### src/rtl/a2d_pkg.sv
// Shared types and helpers for the round-robin A2D sampler.
package a2d_pkg;

    typedef enum logic [2:0] {
        IDLE,
        SEND,
        WAIT1,
        GAP,
        READ,
        WAIT2,
        STORE
    } state_t;

    localparam logic [10:0] ADC_CMD_PAD = 11'h000;

    // ADC128S control word: channel address sits in bits [13:11]
    function automatic logic [15:0] mk_cmd(input logic [2:0] ch);
        return {2'b00, ch, ADC_CMD_PAD};
    endfunction

endpackage

### src/rtl/a2d_prio_next.sv
// Finds the next enabled channel: lowest set mask bit above cur, or from bit 0 when from_start.
module a2d_prio_next #(
    parameter int NUM_CH = 8
) (
    input  logic [NUM_CH-1:0] mask,
    input  logic [2:0]        cur,
    input  logic              from_start,
    output logic [2:0]        nxt,
    output logic              last
);

    // Scan downwards so the lowest qualifying bit wins
    always_comb begin
        nxt  = '0;
        last = 1'b1;
        for (int i = NUM_CH - 1; i >= 0; i--) begin
            if (mask[i] && (from_start || (i > int'(cur)))) begin
                nxt  = 3'(i);
                last = 1'b0;
            end
        end
    end

endmodule

### src/rtl/a2d_rr_sampler.sv
// Round-robin ADC128S sweep sequencer driving a 16-bit SPI master.
// Define A2D_AVG_EN to average each new sample with the stored result.
module a2d_rr_sampler
    import a2d_pkg::*;
#(
    parameter int NUM_CH  = 8,
    parameter int RES_W   = 12,
    parameter int GAP_CYC = 2
) (
    input  logic              clk,
    input  logic              rst_n,
    input  logic              strt_sweep,
    input  logic [NUM_CH-1:0] ch_mask,
    output logic              wrt,
    output logic [15:0]       cmd,
    input  logic              spi_done,
    input  logic [15:0]       rd_data,
    input  logic [2:0]        res_sel,
    output logic [RES_W-1:0]  res_data,
    output logic              busy,
    output logic              sweep_done,
    output logic [NUM_CH-1:0] res_vld
);

    state_t              state, state_nxt;
    logic [NUM_CH-1:0]   mask_q;
    logic [2:0]          ch_q;
    logic [3:0]          gap_cnt;
    logic                done_q;
    logic                done_rise;
    logic [RES_W-1:0]    res [NUM_CH];
    logic [RES_W-1:0]    new_val;
    logic [RES_W-1:0]    store_val;
    logic                rd_unused;

    logic [NUM_CH-1:0]   pn_mask;
    logic                pn_from_start;
    logic [2:0]          pn_nxt;
    logic                pn_last;

    logic                start_go;
    logic                start_empty;
    logic                finish;
    logic                store_en;

    // Only a fresh 0->1 transition counts, so a done level left over from the
    // previous transaction cannot complete the next one early
    assign done_rise = spi_done & ~done_q;
    assign new_val   = rd_data[RES_W-1:0];
    assign rd_unused = ^rd_data[15:RES_W];
    assign busy      = (state != IDLE);
    assign cmd       = mk_cmd(ch_q);

    // Same finder serves sweep start (live mask) and channel advance (latched mask)
    always_comb begin
        pn_from_start = (state == IDLE);
        pn_mask       = (state == IDLE) ? ch_mask : mask_q;
    end

    a2d_prio_next #(.NUM_CH(NUM_CH)) u_prio (
        .mask       (pn_mask),
        .cur        (ch_q),
        .from_start (pn_from_start),
        .nxt        (pn_nxt),
        .last       (pn_last)
    );

`ifdef A2D_AVG_EN
    logic [RES_W:0] avg_sum;
    assign avg_sum   = {1'b0, res[ch_q]} + {1'b0, new_val};
    assign store_val = res_vld[ch_q] ? avg_sum[RES_W:1] : new_val;
`else
    assign store_val = new_val;
`endif

    always_comb begin
        res_data = '0;
        if (int'(res_sel) < NUM_CH)
            res_data = res[res_sel];
    end

    always_comb begin
        state_nxt   = state;
        wrt         = 1'b0;
        start_go    = 1'b0;
        start_empty = 1'b0;
        finish      = 1'b0;
        store_en    = 1'b0;
        case (state)
            IDLE: begin
                if (strt_sweep) begin
                    if (|ch_mask) begin
                        start_go  = 1'b1;
                        state_nxt = SEND;
                    end else begin
                        start_empty = 1'b1;
                    end
                end
            end
            SEND: begin
                wrt       = 1'b1;
                state_nxt = WAIT1;
            end
            WAIT1: if (done_rise) state_nxt = GAP;
            GAP:   if (gap_cnt <= 4'd1) state_nxt = READ;
            READ: begin
                wrt       = 1'b1;
                state_nxt = WAIT2;
            end
            WAIT2: if (done_rise) state_nxt = STORE;
            STORE: begin
                store_en = 1'b1;
                if (pn_last) begin
                    finish    = 1'b1;
                    state_nxt = IDLE;
                end else begin
                    state_nxt = SEND;
                end
            end
            default: state_nxt = IDLE;
        endcase
    end

    always_ff @(posedge clk or negedge rst_n) begin
        if (!rst_n) begin
            state      <= IDLE;
            mask_q     <= '0;
            ch_q       <= '0;
            gap_cnt    <= '0;
            done_q     <= 1'b0;
            sweep_done <= 1'b0;
        end else begin
            state      <= state_nxt;
            done_q     <= spi_done;
            sweep_done <= finish | start_empty;
            if (start_go) begin
                mask_q <= ch_mask;
                ch_q   <= pn_nxt;
            end else if (store_en && !pn_last) begin
                ch_q <= pn_nxt;
            end
            if (state == WAIT1 && done_rise)
                gap_cnt <= 4'(GAP_CYC);
            else if (state == GAP)
                gap_cnt <= gap_cnt - 4'd1;
        end
    end

    always_ff @(posedge clk or negedge rst_n) begin
        if (!rst_n) begin
            res_vld <= '0;
            for (int i = 0; i < NUM_CH; i++)
                res[i] <= '0;
        end else if (store_en) begin
            res[ch_q]     <= store_val;
            res_vld[ch_q] <= 1'b1;
        end
    end

endmodule
### config.mk
export PLATFORM = sky130hd
export DESIGN_NAME = a2d_rr_sampler
export DESIGN_NICKNAME = d
export VERILOG_FILES = /design/src/rtl/a2d_pkg.sv /design/src/rtl/a2d_prio_next.sv /design/src/rtl/a2d_rr_sampler.sv
export SDC_FILE = /design/constraint.sdc
export NUM_CORES = 1
export LEC_CHECK = 0
export CAP_MARGIN = 10
export CORE_MARGIN = 3
export CORE_UTILIZATION = 45
export DETAILED_ROUTE_END_ITERATION = 6
export GPL_ROUTABILITY_DRIVEN = 0
export PLACE_DENSITY = 0.74
export SYNTH_ARGS = -nofsm -noshare
export SYNTH_HDL_FRONTEND = slang
export SYNTH_SLANG_ARGS = --single-unit
### constraint.sdc
create_clock -name clk -period 2.8 [get_ports clk]
set_clock_uncertainty 0.2 [all_clocks]
set_input_delay 0.56 -clock clk [delete_from_list [all_inputs] [get_ports clk]]
set_output_delay 0.56 -clock clk [all_outputs]
set_load 0.01 [all_outputs]
==> results of run 1 <==
[routing by layer]
metal	vias to the layer above	part of all wire, %	track usage (%)
met4	0	1.6	7.16
met3	19	4.2	4.77
li1	1655	-	-
met5	-	0	0
met2	78	51	30.3
met1	1893	43	23.7
[through the flow]
step	util, %	setup TNS, ps	std cells	power [mW]
6_report	58.0	0	671	7.19
3_3_place_gp	52.4	-3950	636	4.77
3_5_place_dp	52.4	-3860	636	4.89
5_1_grt	58.0	0	671	7.57
4_1_cts	58.0	0	671	7.23
2_1_floorplan	-	0	426	4.16
[flip-flops by register name, indices dropped and copies added (netlist names)]
register	cells
res_vld	8
done_q	1
res	96
gap_cnt	4
ch_q	3
state	3
mask_q	7
sweep_done	1
[cell usage after synthesis, drive strengths merged (6+ instances only)]
master  instances  area (um^2)
clkbuf          8         31.3
nand3           7         35.0
dfrtp         123         3080
o21ai          13         65.1
mux4           24          541
nor3            6         46.3
nand2b          8         50.1
inv             9         33.8
buf            27          179
nand2          12         45.0
nor2           10         37.5
mux2          117         1320
[where the power goes]
group	internal (mW)	leakage, nW	switching (mW)	total [mW]
sequential	2.36	1.56	0.413	2.78
clock	1.56	0.299	0.779	2.34
combinational	1.21	1.43	0.863	2.07
total	5.13	3.30	2.05	7.19
[final cells by class]
| class | instances | area [um^2] |
|---|---|---|
| Multi-Input combinational cell | 259 | 2600 |
| Clock inverter | 10 | 164 |
| Tap cell | 172 | 215 |
| Fill cell | 1015 | 5320 |
| Sequential cell | 123 | 3080 |
| Timing Repair Buffer | 76 | 787 |
| Inverter | 9 | 33.8 |
| Clock buffer | 22 | 474 |
[cells by family (layout without fill, tap and decap cells)]
logic type / count (synthesis) / after routing / synth area share [%]
other cells: 1 / 13 / 0.0639
flops: 123 / 123 / 52.4
buf+inv: 44 / 117 / 4.16
xor+xnor: 1 / 1 / 0.149
compound gates: 38 / 38 / 4.80
fa+ha+maj: 2 / 2 / 0.426
simple gates: 62 / 62 / 5.97
mux: 143 / 143 / 32.0
[worst min path at each step]
stage	from	endpoint	slack (ps)	cells past startpoint
after floorplan	rst_n	ch_q[0]$_DFFE_PN0P_	60	0
after global placement	rst_n	res_vld[1]$_DFFE_PN0P_	200	1
after detailed placement	rst_n	res_vld[1]$_DFFE_PN0P_	210	1
after CTS	res_vld[0]$_DFFE_PN0P_	res_vld[0]$_DFFE_PN0P_	270	1
after global routing	res_vld[7]$_DFFE_PN0P_	res_vld[7]$_DFFE_PN0P_	280	1
final	res_vld[7]$_DFFE_PN0P_	res_vld[7]$_DFFE_PN0P_	260	1
[what timing repair did]
action | 4_1_cts | 5_1_grt
setup endpoints to repair | 12 | 0
resized for setup | 19 | 0
hold endpoints to repair | 8 | 0
buffers inserted | 0 | 0
hold buffers | 1 | 0
==> impl_metrics.py, run 1 <==
metrics = {
    "run_status": {
        "status": "complete, no violations",
    },
    "pwr": {
        "power_density_nw_per_um2": 978,
        "p_leak_nw": 3.30,
        "max-vdd-ir-drop_v": 0.000552,
    },
    "clocking": {
        "cts_made_buffers": 17,
        "cts_root_buffer": "clkbuf_16",
        "clk_pin_slew_ps": 50,
        "cts_sinks": 123,
        "cts_tree": "built",
        "clk-insertion-delay-late_ps": 420,
        "cts.path.max_buffers": 2,
        "h-tree-depth": 4,
    },
    "global_routing": {
        "grt_pass1_wl_um": 20300,
        "grt_use_total_pct": 18.5,
        "antenna_found_initial": 0,
        "grt_max_degree": 58,
        "grt_pass1_vias": 3789,
        "grt_overflow": 0,
    },
    "floorplanning": {
        "start_util_pct": 46.3,
        "die_w_um": 120,
        "core_area_um2": 12700,
        "core.rowCount": 41,
        "dieArea_um2": 14400,
        "io_pins": 70,
        "dieHeight_um": 120,
    },
    "detailed_routing": {
        "first_pass_iters": 4,
        "vias_per_cell": 5.43,
        "ant_nets": 0,
        "drcViolationCount": 0,
        "wl_per_cell_um": 18.6,
        "wirelength_um": 12500,
        "drtIter0Drc": 241,
        "vias": 3645,
    },
    "hold_path": {
        "hp-class": "reg2reg",
    },
    "timing": {
        "timing.hold.ws_ps": 263,
        "rsz0062_at_grt": "no",
        "setup_ws_ps": 56.8,
        "fmax_ghz": 0.365,
        "fin_crit_ps": 2740,
        "setup_viol": 0,
        "period_share_pct": 98.0,
        "slew_viol_final": 0,
        "finalHoldViolCount": 0,
    },
    "worst_setup_path": {
        "arrival_ps": 1980,
        "critPathBufInv": 3,
        "crit_path_max_incr_delay_ps": 510,
        "critPathRequiredTime_ps": 2040,
        "regToRegSetupSlack_ps": 380,
        "critical_path_class": "in2out",
        "cp_top_family": "multiplexers",
        "rr_endpoint": "ch_q[1]$_DFFE_PN0P_",
        "endpoint": "res_data[10]",
        "crit_start": "res_sel[0]",
        "cp_num_cells": 5,
        "path_max_fanout": 9,
        "end_kind": "output port",
        "cp_slowest_cell": "mux4_2",
        "start_kind": "input pin",
        "cp_cell_sequence": "buf_4 -> buf_12 -> mux4_2 -> mux2_2 -> dlygate4sd2_1",
        "rr_worst_depth": 5,
        "r2r-start": "ch_q[1]$_DFFE_PN0P_",
    },
    "final_layout": {
        "final_cell_mix": "dfrtp_1, mux2_2, clkdlybuf4s50_1, mux4_2, buf_4",
        "nets": 519,
        "drive_gt1_share_pct": 41.9,
        "syn_to_final_growth_pct": 25.2,
        "antenna_cells": 0,
        "design_area_um2": 7350,
        "layout_commonest_cell": "dfrtp_1",
    },
    "placement": {
        "placed_cell_area_um2": 6650,
        "port_buffers": 52,
        "dp_slack_ps": -357,
        "place_hpwl_um": 7860,
    },
    "synthesis": {
        "syn_area_um2": 5870,
        "synth_cell_types": 50,
        "seq_area_frac_synth_pct": 52.4,
        "synthArstFlopShare_pct": 100,
        "synth_cells": 414,
        "synth_warnings": 0,
        "synth-seq-cells": 123,
        "avgSynthCellArea_um2": 14.2,
        "synthFlopType": "dfrtp_1",
        "synth_edf_count": 0,
    },
    "flow_run": {
        "maxCapViolCount": 0,
    },
}
Power figures use the tool's default switching activity.
==> run 2: changes to the inputs <==
--- a/config.mk
+++ b/config.mk
@@ -5,7 +5,7 @@
 export SDC_FILE = /design/constraint.sdc
 export NUM_CORES = 1
 export LEC_CHECK = 0
-export CAP_MARGIN = 10
+export CAP_MARGIN = 15
 export CORE_MARGIN = 3
 export CORE_UTILIZATION = 45
 export DETAILED_ROUTE_END_ITERATION = 6
==> results of run 2 <==
No change in the layout: final DEF, timing and power equal those of run 1.
